**src/rtl/mem_access_ctrl.sv**
```systemverilog
// rtl/mem_access_ctrl.sv - MEM-stage load/store sequencer with multi-level pointer indirection.
// Request inputs are held by EX/MEM while advance=0, so they are decoded combinationally every cycle.
module mem_access_ctrl #(
  parameter int DATA_W    = 16,
  parameter int ADDR_W    = 16,
  parameter int IND_DEPTH = 1
) (
  input  logic                clk,
  input  logic                reset_n,
  input  logic                req_valid,
  input  logic                req_read,
  input  logic                req_write,
  input  logic                req_ind,
  input  logic                req_byte,
  input  logic [ADDR_W-1:0]   req_addr,
  input  logic [DATA_W-1:0]   req_wdata,
  input  logic                dmem_resp,
  input  logic [DATA_W-1:0]   dmem_rdata,
  output logic                dmem_read,
  output logic                dmem_write,
  output logic [ADDR_W-1:0]   dmem_addr,
  output logic [DATA_W-1:0]   dmem_wdata,
  output logic [DATA_W/8-1:0] dmem_wmask,
  output logic [DATA_W-1:0]   rsp_rdata,
  output logic                advance,
  output logic                busy
);

  localparam int NB     = DATA_W / 8;
  localparam int LANE_W = $clog2(NB);
  localparam int LVL_W  = (IND_DEPTH > 1) ? $clog2(IND_DEPTH) : 1;

  typedef enum logic [1:0] {
    S_IDLE,
    S_PTR,
    S_ACCESS,
    S_DONE
  } state_t;

  state_t              state_q, state_d;
  logic [LVL_W-1:0]    lvl_q, lvl_d;
  logic [ADDR_W-1:0]   ptr_q, ptr_d;
  logic [DATA_W-1:0]   rdata_q, rdata_d;

  logic                mem_op;
  logic                rd_eff;
  logic [ADDR_W-1:0]   acc_addr;
  logic [LANE_W-1:0]   lane;
  logic [NB-1:0]       byte_mask;
  logic [7:0]          byte_rd;
  logic [ADDR_W-1:0]   ptr_src;

  assign mem_op   = req_valid & (req_read | req_write);
  // Read+write together is a store; the read strobe is suppressed.
  assign rd_eff   = req_read & ~req_write;
  assign acc_addr = req_ind ? ptr_q : req_addr;
  assign lane     = acc_addr[LANE_W-1:0];

  generate
    if (ADDR_W <= DATA_W) begin : g_ptr_narrow
      assign ptr_src = dmem_rdata[ADDR_W-1:0];
    end else begin : g_ptr_wide
      assign ptr_src = {{(ADDR_W-DATA_W){1'b0}}, dmem_rdata};
    end
  endgenerate

  always_comb begin
    byte_mask = '0;
    byte_rd   = 8'h00;
    for (int i = 0; i < NB; i++) begin
      if (lane == LANE_W'(i)) begin
        byte_mask[i] = 1'b1;
        byte_rd      = dmem_rdata[i*8 +: 8];
      end
    end
  end

  always_comb begin
    dmem_read  = 1'b0;
    dmem_write = 1'b0;
    dmem_addr  = req_addr;
    dmem_wdata = req_byte ? {NB{req_wdata[7:0]}} : req_wdata;
    dmem_wmask = '0;
    advance    = 1'b0;
    case (state_q)
      S_IDLE: advance = ~mem_op;
      S_PTR: begin
        dmem_read = 1'b1;
        dmem_addr = (lvl_q == '0) ? req_addr : ptr_q;
      end
      S_ACCESS: begin
        dmem_addr  = acc_addr;
        dmem_read  = rd_eff;
        dmem_write = req_write;
        if (req_write) dmem_wmask = req_byte ? byte_mask : '1;
      end
      S_DONE: advance = 1'b1;
      default: advance = 1'b0;
    endcase
  end

  always_comb begin
    state_d = state_q;
    lvl_d   = lvl_q;
    ptr_d   = ptr_q;
    rdata_d = rdata_q;
    case (state_q)
      S_IDLE: begin
        if (mem_op) begin
          lvl_d   = '0;
          state_d = req_ind ? S_PTR : S_ACCESS;
        end
      end
      S_PTR: begin
        if (dmem_resp) begin
          ptr_d = ptr_src;
          if (lvl_q == LVL_W'(IND_DEPTH - 1)) state_d = S_ACCESS;
          else                               lvl_d   = lvl_q + LVL_W'(1);
        end
      end
      S_ACCESS: begin
        if (dmem_resp) begin
          state_d = S_DONE;
          if (rd_eff) rdata_d = req_byte ? {{(DATA_W-8){1'b0}}, byte_rd} : dmem_rdata;
        end
      end
      S_DONE: begin
        state_d = S_IDLE;
        lvl_d   = '0;
      end
      default: state_d = S_IDLE;
    endcase
  end

  always_ff @(posedge clk or negedge reset_n) begin
    if (!reset_n) begin
      state_q <= S_IDLE;
      lvl_q   <= '0;
      ptr_q   <= '0;
      rdata_q <= '0;
    end else begin
      state_q <= state_d;
      lvl_q   <= lvl_d;
      ptr_q   <= ptr_d;
      rdata_q <= rdata_d;
    end
  end

  assign rsp_rdata = rdata_q;
  assign busy      = (state_q != S_IDLE);

endmodule

```
**config.mk**
```make
export PLATFORM = sky130hd
export DESIGN_NAME = mem_access_ctrl
export DESIGN_NICKNAME = d
export VERILOG_FILES = /design/src/rtl/mem_access_ctrl.sv
export SDC_FILE = /design/constraint.sdc
export NUM_CORES = 1
export LEC_CHECK = 0
export ABC_AREA = 1
export CORE_MARGIN = 5
export CORE_UTILIZATION = 40
export DETAILED_ROUTE_END_ITERATION = 8
export HOLD_SLACK_MARGIN = 0.08
export MAX_ROUTING_LAYER = met4
export PLACE_DENSITY = 0.81
export SYNTH_ARGS = -nofsm -noshare
export SYNTH_HDL_FRONTEND = slang
export SYNTH_SLANG_ARGS = --single-unit
```
**constraint.sdc**
```tcl
create_clock -name clk -period 2.2 [get_ports clk]
set_clock_uncertainty 0.05 [all_clocks]
set_input_delay 0.66 -clock clk [delete_from_list [all_inputs] [get_ports clk]]
set_output_delay 0.66 -clock clk [all_outputs]
set_load 0.05 [all_outputs]
```
==> impl_metrics.toml <==
[floorplanning]
fp.dieW_um = 82.6
fp.coreArea_mm2 = 0.00511
dieArea_mm2 = 0.00683
die_y_um = 82.6
ios = 110
initial_core_util_pct = 41.3
rows = 26

[drt]
wire_per_inst_um = 18.7
wirelength_mm = 9.39
drt_iter0_markers = 230
vias = 2659
dr.pass1.iters = 6
drtAntennaViolNets = 0
route.detailed.drc = 0
vias_per_cell = 5.31

[sta]
finalSetupTns_ns = -3.97
setup_viol = 18
min_period_ns = 2.47
fin_ws_ns = -0.268
rsz0062_at_grt = "true"
finalCritPeriodShare_pct = 112
maxSlewViolCount = 0
clock.fmax_ghz = 0.405
relSlewSlack_pct = 50.2
hold_slack_ns = 0.390
finalHoldViolCount = 0
tightest_slew_ns = 0.747

[final_layout]
fin_nets = 493
design_area_mm2 = 0.00435
drive_gt1_share_pct = 37.6
final_core_util_pct = 85.1
nFillCells = 263
synthToLayoutAreaGrowth_pct = 106
multi_input_area_mm2 = 0.00122
antenna_cells = 0
final_common_cell = "nand2_1"
layout_common_cells = "85 x nand2_1, 52 x inv_1, 50 x buf_4"
seqCellArea_um2 = 851

[synthesis]
syn_inst = 288
syn_area_per_cell_um2 = 7.33
synth_top_family_by_area = "simple AND/OR/NAND/NOR gates"
synth_simple_gate_area_share_pct = 26.9
syn-cell-area_mm2 = 0.00211
yosys.area_share.adder_pct = 3.56
synth-xor-area-share_pct = 0
ys_seq_elements = 34
ys_seq_area_share_pct = 40.3
synth-compound-area-share_pct = 11.1
synth.distinct_cells = 21
muxShareOfSynthArea_pct = 0
ys_warn_count = 0
syn_nets = 350

[clock_network]
clockBufferDepth = 2
clkLatencyLatePin_ns = 0.28
clk_pin_slew_ns = 0.07
cts_buffers = 5
cts-root-buf = "clkbuf_8"
cts_num_sinks = 34
cts_tree = "done"
h-tree-depth = 2

[critical_path]
arrival_ns = 1.76
cp.required_ns = 1.49
critPathKind = "reg2out"
path_max_fanout = 5
critPathCaptureType = "primary output"
worstSetupStartpointType = "flop"

[placed_design]
detailed_place.area_mm2 = 0.00392
port_buffers = 109
dp_hpwl_mm = 5.70
gp_congestion = 0.925

[power_and_ir_drop]
p_leak_nw = 2.17
ir_worst_vdd_mv = 1.00
powerDensity_mw_per_mm2 = 1530

[grt]
grt_pass1_wl_mm = 13.5
antenna_found_initial = 0
grt_overflow = 0
grt_max_degree = 35
grt.total_usage_pct = 27.5
grt_pass1_vias = 2782

[outcome]
failed_checks = "negative setup slack"
outcome = "finished with violations"

[min_path]
hold_class = "in2async"

[run]
drv_cap = 0
==> synth_stat cells <==
| master | number | area, µm² |
|---|---|---|
| a21oi_1 | 3 | 15.0 |
| a21oi_4 | 1 | 16.3 |
| buf_2 | 2 | 10.0 |
| buf_4 | 9 | 67.6 |
| buf_6 | 4 | 45.0 |
| buf_8 | 1 | 15.0 |
| clkbuf_1 | 3 | 11.3 |
| dfrtp_1 | 34 | 851 |
| ha_1 | 6 | 75.1 |
| inv_1 | 57 | 214 |
| inv_2 | 3 | 11.3 |
| inv_6 | 1 | 8.76 |
| nand2_1 | 97 | 364 |
| nand3_1 | 25 | 125 |
| nand3_2 | 4 | 40.0 |
| nand3_4 | 1 | 17.5 |
| nor2_8 | 1 | 20.0 |
| o211ai_1 | 1 | 7.51 |
| o21a_1 | 1 | 7.51 |
| o21ai_0 | 19 | 95.1 |
| o22ai_1 | 15 | 93.8 |
==> flip-flops by register name, summed over array words and instances, names as in the netlist <==
| register | flops |
|---|---|
| ptr_q | 16 |
| rsp_rdata | 16 |
| state_q | 2 |
==> worst paths after layout <==
| check | start | to | slack, ns | cells past startpoint |
|---|---|---|---|---|
| worst max-delay path | state_q[0] | dmem_addr[14] | -0.27 | 6 |
| worst min-delay path | reset_n | ptr_q[9] | 0.39 | 1 |
| worst max register to register | state_q[0] | state_q[0] | 0.19 | 13 |
| worst min register to register | rsp_rdata[9] | rsp_rdata[9] | 0.44 | 2 |
| max in group asynchronous | reset_n | rsp_rdata[11] | 1.22 | 1 |
| min in group clk | rsp_rdata[9] | rsp_rdata[9] | 0.44 | 2 |
==> cell families (layout without fill, tap and decap cells) <==
kind of cell,count (synthesis),in the layout
flops,34,34
compound gates,40,40
simple gates,128,128
fa+ha+maj,6,6
buf+inv,80,223
==> power breakdown <==
part           internal, W  switching [W]  total [W]  leakage, nW
Combinational      0.00217        0.00292    0.00509         1.69
Sequential        0.000915       0.000205    0.00112        0.431
Clock             0.000212       0.000209   0.000421       0.0438
==> stage by stage <==
stage / power, W / worst slack [ns] / cells
3_3_place_gp: 0.00528 / -0.441 / 480
3_5_place_dp: 0.00537 / -0.456 / 480
2_1_floorplan: 0.00357 / -0.249 / 288
6_report: 0.00663 / -0.268 / 501
4_1_cts: 0.00645 / -0.264 / 501
5_1_grt: 0.00690 / -0.311 / 501
==> timing repair <==
item,4_1_cts,5_1_grt
hold buffers,0,0
setup endpoints to repair,29,25
setup buffers,12,3
pin swaps,13,8
endpoints found under the hold margin,0,0
cloned,2,0
gates resized for setup,45,30
==> routing by layer <==
| layer | vias to the layer above | share of wire, % | wire length, µm | GRT usage, % |
|---|---|---|---|---|
| li1 | 1168 | - | - | - |
| met1 | 1224 | 35 | 3270 | 28.1 |
| met2 | 213 | 50 | 4690 | 48.0 |
| met3 | 54 | 9.7 | 909 | 7.16 |
| met4 | 0 | 5.5 | 520 | 14.9 |
| met5 | - | 0 | 0 | - |
==> final cells by class <==
class	count	share of cell area, %
Tap cell	70	2.01
Sequential cell	34	19.6
Inverter	61	5.44
Multi-Input combinational cell	174	28.1
Timing Repair Buffer	155	43.1
Clock buffer	5	1.58
Clock inverter	2	0.230
==> critical path, cell delays in order (launching register included) <==
cell and delay [ns]:
dfrtp_1 0.39, inv_2 0.09, ha_4 0.31, nand3_4 0.14, buf_6 0.19, o22ai_4 0.19
buf_12 0.17
Note: power is estimated with default switching activity, not from simulation.
